### src/rtl/dom_result_reader_if.sv
// DOM SRAM read port plus the 32-bit result stream, bundled for dom_result_reader.
// master = reader side, slave = SRAM/consumer side.
interface dom_result_reader_if #(
   parameter int OUTPUT_LENGTH = 8,
   parameter int DATA_WIDTH    = 32
);
   localparam int AW = $clog2(OUTPUT_LENGTH);

   logic [AW-1:0]         rdr__dom__address;
   logic                  rdr__dom__enable;
   logic                  rdr__dom__write;
   logic [DATA_WIDTH-1:0] dom__rdr__data;

   // Stream: a beat transfers on any rising edge where valid && ready; while valid is
   // high and ready is low, data and last hold their values.
   logic [DATA_WIDTH-1:0] rdr__xxx__data;
   logic                  rdr__xxx__valid;
   logic                  xxx__rdr__ready;
   logic                  rdr__xxx__last;

   modport master (
      output rdr__dom__address, rdr__dom__enable, rdr__dom__write,
      input  dom__rdr__data,
      output rdr__xxx__data, rdr__xxx__valid, rdr__xxx__last,
      input  xxx__rdr__ready
   );

   modport slave (
      input  rdr__dom__address, rdr__dom__enable, rdr__dom__write,
      output dom__rdr__data,
      input  rdr__xxx__data, rdr__xxx__valid, rdr__xxx__last,
      output xxx__rdr__ready
   );
endinterface

### src/rtl/dom_result_reader.sv
// Reads the OUTPUT_LENGTH-word digest back from DOM SRAM after a finish rising edge and
// streams it out. Define RDR_CHECKSUM_EN to append an XOR-of-all-words beat.
module dom_result_reader #(
   parameter int OUTPUT_LENGTH = 8,
   parameter int DATA_WIDTH    = 32
) (
   input  logic                     clk,
   input  logic                     reset,
   input  logic                     dut__xxx__finish,
   dom_result_reader_if.master      bus,
   output logic                     rdr__xxx__busy,
   output logic                     rdr__xxx__done,
   output logic                     rdr__xxx__overrun,
   output logic [2:0]               dbg_state_o
);
   localparam int AW = $clog2(OUTPUT_LENGTH);
   localparam logic [AW-1:0] LAST_IDX = AW'(OUTPUT_LENGTH - 1);

   typedef enum logic [2:0] {
      S_IDLE = 3'd0,
      S_READ = 3'd1,
      S_CAPT = 3'd2,
      S_SEND = 3'd3,
      S_CHK  = 3'd4,
      S_DONE = 3'd5
   } state_t;

   state_t                state_q, state_d;
   logic [AW-1:0]         idx_q, idx_d;
   logic [DATA_WIDTH-1:0] data_q, data_d;
   logic                  finish_q;
   logic                  overrun_q, overrun_d;
   logic                  trigger;
   logic                  handshake;
`ifdef RDR_CHECKSUM_EN
   logic [DATA_WIDTH-1:0] xor_q, xor_d;
`endif

   // finish_q resets high so a level already present at reset release is not an edge.
   assign trigger   = dut__xxx__finish && !finish_q;
   assign handshake = bus.rdr__xxx__valid && bus.xxx__rdr__ready;

   always_ff @(posedge clk or negedge reset) begin
      if (!reset) begin
         state_q   <= S_IDLE;
         idx_q     <= '0;
         data_q    <= '0;
         finish_q  <= 1'b1;
         overrun_q <= 1'b0;
`ifdef RDR_CHECKSUM_EN
         xor_q     <= '0;
`endif
      end else begin
         state_q   <= state_d;
         idx_q     <= idx_d;
         data_q    <= data_d;
         finish_q  <= dut__xxx__finish;
         overrun_q <= overrun_d;
`ifdef RDR_CHECKSUM_EN
         xor_q     <= xor_d;
`endif
      end
   end

   always_comb begin
      state_d = state_q;
      case (state_q)
         S_IDLE: if (trigger) state_d = S_READ;
         S_READ: state_d = S_CAPT;
         S_CAPT: state_d = S_SEND;
         S_SEND: begin
            if (handshake) begin
               if (idx_q != LAST_IDX) begin
                  state_d = S_READ;
               end else begin
`ifdef RDR_CHECKSUM_EN
                  state_d = S_CHK;
`else
                  state_d = S_DONE;
`endif
               end
            end
         end
`ifdef RDR_CHECKSUM_EN
         S_CHK:  if (handshake) state_d = S_DONE;
`else
         S_CHK:  state_d = S_IDLE;
`endif
         S_DONE: state_d = S_IDLE;
         default: state_d = S_IDLE;
      endcase
   end

   always_comb begin
      idx_d     = idx_q;
      data_d    = data_q;
      overrun_d = overrun_q;
`ifdef RDR_CHECKSUM_EN
      xor_d     = xor_q;
`endif
      // A DONE-cycle edge is dropped silently: the readout is already over.
      if (trigger && state_q != S_IDLE && state_q != S_DONE) overrun_d = 1'b1;
      case (state_q)
         S_CAPT: begin
            data_d = bus.dom__rdr__data;
`ifdef RDR_CHECKSUM_EN
            xor_d  = xor_q ^ bus.dom__rdr__data;
`endif
         end
         S_SEND: if (handshake && idx_q != LAST_IDX) idx_d = idx_q + 1'b1;
         S_DONE: begin
            idx_d = '0;
`ifdef RDR_CHECKSUM_EN
            xor_d = '0;
`endif
         end
         default: ;
      endcase
   end

   always_comb begin
      bus.rdr__dom__enable  = (state_q == S_READ);
      bus.rdr__dom__address = idx_q;
      bus.rdr__dom__write   = 1'b0;
      bus.rdr__xxx__valid   = (state_q == S_SEND) || (state_q == S_CHK);
`ifdef RDR_CHECKSUM_EN
      bus.rdr__xxx__data    = (state_q == S_CHK) ? xor_q : data_q;
      bus.rdr__xxx__last    = (state_q == S_CHK);
`else
      bus.rdr__xxx__data    = data_q;
      bus.rdr__xxx__last    = (state_q == S_SEND) && (idx_q == LAST_IDX);
`endif
      rdr__xxx__busy        = (state_q != S_IDLE);
      rdr__xxx__done        = (state_q == S_DONE);
      rdr__xxx__overrun     = overrun_q;
      dbg_state_o           = state_q;
   end
endmodule

### src/flat_wrapper.sv
// flat-port wrapper written by rule: the top's interface ports become plain ports
module dom_result_reader_flat 
#(
   parameter int OUTPUT_LENGTH = 8,
   parameter int DATA_WIDTH    = 32
)
  (clk, reset, dut__xxx__finish, rdr__xxx__busy, rdr__xxx__done, rdr__xxx__overrun, dbg_state_o, bus_rdr__dom__address, bus_rdr__dom__enable, bus_rdr__dom__write, bus_dom__rdr__data, bus_rdr__xxx__data, bus_rdr__xxx__valid, bus_rdr__xxx__last, bus_xxx__rdr__ready);
  dom_result_reader_if #(.OUTPUT_LENGTH(OUTPUT_LENGTH), .DATA_WIDTH(DATA_WIDTH)) bus_i ();
  input  logic clk;
  input  logic reset;
  input  logic dut__xxx__finish;
  output logic rdr__xxx__busy;
  output logic rdr__xxx__done;
  output logic rdr__xxx__overrun;
  output logic [2:0] dbg_state_o;
  output wire logic [$bits(bus_i.rdr__dom__address)-1:0] bus_rdr__dom__address;
  output wire logic [$bits(bus_i.rdr__dom__enable)-1:0] bus_rdr__dom__enable;
  output wire logic [$bits(bus_i.rdr__dom__write)-1:0] bus_rdr__dom__write;
  input wire logic [$bits(bus_i.dom__rdr__data)-1:0] bus_dom__rdr__data;
  output wire logic [$bits(bus_i.rdr__xxx__data)-1:0] bus_rdr__xxx__data;
  output wire logic [$bits(bus_i.rdr__xxx__valid)-1:0] bus_rdr__xxx__valid;
  output wire logic [$bits(bus_i.rdr__xxx__last)-1:0] bus_rdr__xxx__last;
  input wire logic [$bits(bus_i.xxx__rdr__ready)-1:0] bus_xxx__rdr__ready;
  assign bus_rdr__dom__address = bus_i.rdr__dom__address;
  assign bus_rdr__dom__enable = bus_i.rdr__dom__enable;
  assign bus_rdr__dom__write = bus_i.rdr__dom__write;
  assign bus_i.dom__rdr__data = bus_dom__rdr__data;
  assign bus_rdr__xxx__data = bus_i.rdr__xxx__data;
  assign bus_rdr__xxx__valid = bus_i.rdr__xxx__valid;
  assign bus_rdr__xxx__last = bus_i.rdr__xxx__last;
  assign bus_i.xxx__rdr__ready = bus_xxx__rdr__ready;
  dom_result_reader #(.OUTPUT_LENGTH(OUTPUT_LENGTH), .DATA_WIDTH(DATA_WIDTH)) u_core (.clk(clk), .reset(reset), .dut__xxx__finish(dut__xxx__finish), .bus(bus_i), .rdr__xxx__busy(rdr__xxx__busy), .rdr__xxx__done(rdr__xxx__done), .rdr__xxx__overrun(rdr__xxx__overrun), .dbg_state_o(dbg_state_o));
endmodule
### config.mk
export PLATFORM = sky130hd
export DESIGN_NAME = dom_result_reader_flat
export DESIGN_NICKNAME = d
export VERILOG_FILES = /design/src/rtl/dom_result_reader_if.sv /design/src/rtl/dom_result_reader.sv /design/src/flat_wrapper.sv
export SDC_FILE = /design/constraint.sdc
export NUM_CORES = 1
export LEC_CHECK = 0
export CORE_ASPECT_RATIO = 0.6
export CORE_MARGIN = 5
export CORE_UTILIZATION = 43
export CTS_BUF_LIST = sky130_fd_sc_hd__clkbuf_4
export DETAILED_ROUTE_END_ITERATION = 10
export HOLD_SLACK_MARGIN = 0.15
export MAX_ROUTING_LAYER = met4
export PLACE_DENSITY = 0.82
export SLEW_MARGIN = 40
export SYNTH_ARGS = -nofsm -noshare
export SYNTH_HDL_FRONTEND = slang
export SYNTH_SLANG_ARGS = --single-unit
export TNS_END_PERCENT = 5
### constraint.sdc
create_clock -name clk -period 1.7 [get_ports clk]
set_input_delay 0.17 -clock clk [delete_from_list [all_inputs] [get_ports clk]]
set_output_delay 0.17 -clock clk [all_outputs]
set_load 0.02 [all_outputs]
### Yosys cells after proc, flatten, opt, wreduce, memory -nomap -nowiden

Cells that the tools add are included.
W data, S select, Z words.

* add/subtract/negate cells: 1
* equality and inequality tests: 11
* multiplexer cells: 6
* reductions and logical operators: 13

Operators with widths (number)
* $mux W3: 4
* $pmux W3 S4: 1
* $eq A3 B3 Y1 const B: 3
* $eq A3 B2 Y1 const B: 2
* $logic_and A1 B1 Y1: 6
* $ne A2 B1 Y1 const B: 3
* $ne A3 B3 Y1 const B: 2
* $pmux W3 S2: 1
* $reduce_and A2 Y1: 2
* $add A3 B1 Y3 const B: 1
* $eq A3 B1 Y1 const B: 1
* $logic_not A3 Y1: 1
* $reduce_bool A3 Y1: 1
* $reduce_bool A2 Y1: 1
* $logic_not A1 Y1: 1
* $logic_or A1 B1 Y1: 1

* flip-flop bits (word level): 40
* input port bits: 36
* output and inout bits: 45
* logic and storage cells: 36

### Longest topological paths before layout

* depth in word-level cells: 6
* depth in mapped cells: 6
* gate-level depth less buffers: 4

### Least setup slack after synthesis

No wires, ideal clock.

* path type: reg2reg
* start point: register u_core.state_q[1], in the netlist u_core.dbg_state_o[1]
* end point: register u_core.data_q[0], in the netlist u_core.bus.rdr__xxx__data[0]
* setup time: 125 ps
* arrival time: 1410 ps
* required time: 1575 ps
* slack: 165 ps
* stages on the path, launching flop included: 7
* path buffers: 3
* clock period less this slack: 1535 ps
* cell sequence: dfrtp_1 > buf_6 > nor2b_4 > and2_4 > buf_6 > buf_12 > mux2_4

* longest elaborated chain between the ends: 1

RTL lines
* start: declaration: RTL line dom_result_reader.sv:28 `state_t state_q, state_d;`
* start signal: assignment: RTL line dom_result_reader.sv:54 `state_q <= state_d;`
* $eq A3 B2 Y1: RTL line dom_result_reader.sv:103 `case (state_q)`
* end signal: assignment: RTL line dom_result_reader.sv:56 `data_q <= data_d;`
* end: declaration: RTL line dom_result_reader.sv:30 `logic [DATA_WIDTH-1:0] data_q, data_d;`

No other way between the ends.
A chain may end at the register's enable or synchronous reset.

### Worst setup path after layout

* start point: register u_core.idx_q[0], in the netlist u_core.bus.rdr__dom__address[0]
* end point: output bus_rdr__xxx__last

* longest elaborated chain between the ends: 2

RTL lines
* start: declaration: RTL line dom_result_reader.sv:29 `logic [AW-1:0] idx_q, idx_d;`
* start signal: assignment: RTL line dom_result_reader.sv:55 `idx_q <= idx_d;`
* $eq A3 B3 Y1: RTL line dom_result_reader.sv:131 `bus.rdr__xxx__last = (state_q == S_SEND) && (idx_q == LAST_IDX);`
* $logic_and A1 B1 Y1: RTL line dom_result_reader.sv:131
* end: declaration: RTL line flat_wrapper.sv:22 `output wire logic [$bits(bus_i.rdr__xxx__last)-1:0] bus_rdr__xxx__last;`

No other way between the ends.

==> impl_metrics.py <==
metrics = {
    "grt": {
        "grt_use_total_pct": 15.7,
        "grt_start_max_net_pins": 25,
        "antenna_found_initial": 0,
        "gr-total-overflow": 0,
        "grt_pass1_vias": 1238,
        "grt_pass1_wl_um": 6400,
    },
    "drt": {
        "dr.pass1.iters": 2,
        "antenna_left": 0,
        "first_iter_violations": 25,
        "drc": 0,
        "vias_per_cell": 4.65,
        "drt-wirelength-per-cell_um": 16.0,
        "routed_wl_um": 4080,
        "num_vias": 1187,
    },
    "power_and_ir_drop": {
        "p_per_area_mw_per_mm2": 2010,
        "leakagePower_nw": 1.22,
        "clockPowerShare_pct": 8.7,
        "irDropWorstVdd_mv": 1.13,
        "switching_share_pct": 36.3,
        "p_sw_mw": 1.98,
        "comb_power_share_pct": 59.2,
        "p_seq_share_pct": 32.1,
        "p_int_mw": 3.47,
    },
    "finish": {
        "n_antenna_cell": 0,
        "drive_gt1_share_pct": 28.7,
        "post-route-util_pct": 66.3,
        "area_delta_synth_final_pct": 50.7,
        "final_nets": 232,
        "fillers": 303,
    },
    "floorplanning": {
        "rows": 18,
        "io_pins": 81,
        "core_area_sq_mm": 0.00408,
        "die_y_um": 60.0,
        "start_util_pct": 44.0,
        "dieArea_sq_mm": 0.00560,
        "die_w_um": 93.4,
    },
    "setup_path": {
        "cp_max_fo": 2,
        "r2r_cells": 4,
        "critPathSlowestCell": "dfrtp_1",
        "cp.depth": 4,
        "reg2reg_from": "u_core.bus.rdr__dom__address[0]",
        "critPathArrivalTime_ps": 1470,
        "crit_chain": "ha_2, ha_2, and3_1, buf_4",
        "cp_data_required_time_ps": 1530,
        "cp_top_family": "flip-flops",
        "startpoint": "u_core.bus.rdr__dom__address[0]",
        "slowest_delay_ps": 420,
        "cp-end-kind": "primary output",
        "crit_end": "bus_rdr__xxx__last",
        "path_class": "flop to primary output",
        "critPathBufInv": 1,
        "timing.rr.end": "u_core.bus.rdr__dom__address[2]",
        "cp-start-kind": "flop",
        "cp_common_cell": "ha_2",
        "regToRegSetupSlack_ps": 210,
    },
    "synth": {
        "synth_warnings": 0,
        "avgSynthCellArea_sq_um": 16.4,
        "syn_area_sq_mm": 0.00179,
        "synth_area_leaders": "dfrtp_1 54%, mux2_4 25%, buf_12 3.3%, buf_6 1.9%, mux2i_1 1.7%",
        "synth_edf_count": 0,
        "async_reset_ff_share_pct": 100,
        "synthDistinctLibCells": 26,
        "yosysMostFrequentCell": "dfrtp_1",
        "ys_seq_area_share_pct": 55.9,
        "synthTopCellsByCount": "39 x dfrtp_1, 30 x mux2_4, 5 x inv_1",
        "ys_seq_elements": 40,
        "yosysTopAreaCellShare_pct": 54.4,
        "synth_largest_area_cell": "dfrtp_1",
        "syn_inst": 109,
        "postSynthNetCount": 147,
        "synthFlopType": "dfrtp_1",
    },
    "timing": {
        "hold_viol_final": 0,
        "rsz0062_at_grt": "yes",
        "finalSetupViolations": 0,
        "layout_min_cycle_time_ps": 1640,
        "fin_crit_sh_pct": 96.2,
        "slew_viol_final": 0,
        "skew_ps": 4.85,
        "worst_slack_ps": 64.6,
        "max_freq_mhz": 611,
    },
    "clock_network": {
        "htree_levels": 2,
        "cts_root_buf": "clkbuf_4",
        "cts_tree": "done",
        "cts_num_sinks": 40,
        "clk_pin_slew_ps": 110,
        "numCtsBuffers": 5,
        "clkLatencyLatePin_ps": 330,
        "cts_max_path_buffers": 2,
    },
    "run_status": {
        "run_status": "finished, final reports clean",
    },
    "placement": {
        "place_congestion": 0.814,
        "pre_cts_ws_ps": -24.3,
        "hpwl_um": 3120,
        "io_buffers": 79,
    },
    "worst_hold_path": {
        "hold_path_class": "input port to async pin",
    },
    "job": {
        "maxCapViolCount": 0,
    },
}
area by class of cell:
type	count	area (sq um)	area share (%)
Sequential cell	40	1010	37.2
Timing Repair Buffer	85	871	32.2
Multi-Input combinational cell	57	676	25.0
Tap cell	60	75.1	2.78
Clock buffer	7	52.6	1.94
Inverter	5	18.8	0.694
Clock inverter	1	3.75	0.139
metal layers:
metal / global-route usage (%) / up-vias / routed length (um)
li1: - / 542 / -
met1: 20.1 / 584 / 1820
met2: 24.1 / 54 / 1850
met3: 5.03 / 7 / 383
met4: 4.38 / 0 / 37
met5: - / - / 0
power groups by stage:
| stage | clock [mW] | combinational, mW | sequential (mW) |
|---|---|---|---|
| 2_1_floorplan | 0 | 1.49 | 2.26 |
| 6_report | 0.474 | 3.23 | 1.75 |
| 3_3_place_gp | 0 | 3.19 | 1.71 |
| 4_1_cts | 0.492 | 3.26 | 1.75 |
| 3_5_place_dp | 0 | 3.26 | 1.75 |
| 5_1_grt | 0.528 | 3.40 | 1.81 |
cell usage in the layout, fill, tap and decap left out, drive strengths merged, types with 2 or more instances in the layout:
master / synthesis / routed
clkdlybuf4s50: 0 / 72
nand2: 4 / 4
mux2i: 3 / 3
dfrtp: 39 / 39
clkbuf: 0 / 7
dlygate4sd2: 0 / 2
inv: 5 / 5
ha: 2 / 2
a31oi: 2 / 2
mux2: 32 / 32
and2: 2 / 2
buf: 7 / 8
state kept, by name, indices dropped and copies added (netlist names):
| signal | cells |
|---|---|
| u_core.bus.rdr__dom__address | 3 |
| u_core.bus.rdr__xxx__data | 32 |
| u_core.dbg_state_o | 3 |
| u_core.finish_q | 1 |
| u_core.rdr__xxx__overrun | 1 |
cell families after synthesis:
logic type      Yosys count  share of synthesized area, %
simple gates             14                          5.72
fa+ha+maj                 2                          1.40
compound gates            5                          2.02
other cells               1                         0.209
buf+inv                  12                          6.70
flops                    40                          55.9
mux                      35                          28.1
stage by stage:
step	cells	hold WS, ps	power (mW)	setup TNS [ps]	cell area, sq um
2_1_floorplan	109	-126	3.75	0	1790
3_3_place_gp	245	315	4.90	0	2610
4_1_cts	255	282	5.50	0	2700
3_5_place_dp	246	125	5.02	-24.3	2640
6_report	255	297	5.45	0	2700
5_1_grt	255	297	5.73	-10.1	2700
worst min path at each step:
stage | slack (ps) | cells after the start | startpoint | to
5_1_grt | 300 | 1 | dut__xxx__finish | u_core.finish_q
4_1_cts | 280 | 2 | reset | u_core.bus.rdr__xxx__data[16]
6_report | 300 | 2 | reset | u_core.bus.rdr__xxx__data[9]
3_5_place_dp | 120 | 1 | reset | u_core.bus.rdr__xxx__data[16]
2_1_floorplan | -130 | 0 | reset | u_core.bus.rdr__dom__address[0]
3_3_place_gp | 310 | 1 | reset | u_core.bus.rdr__xxx__data[16]
worst register-to-register path, cell delays in order, from the launching register on:
cell and delay, ps:
dfrtp_1 420, ha_2 200, ha_2 190, nor4b_4 380, mux2i_1 230
timing repair:
item / CTS / global route
hold endpoints to repair: 39 / 0
gates cloned: 0 / 0
setup buffers: 0 / 0
gates resized for setup: 14 / 5
setup endpoints to repair: 6 / 4
pin swaps: 0 / 0
hold buffers: 1 / 0
(Power assumes the default switching activity.)
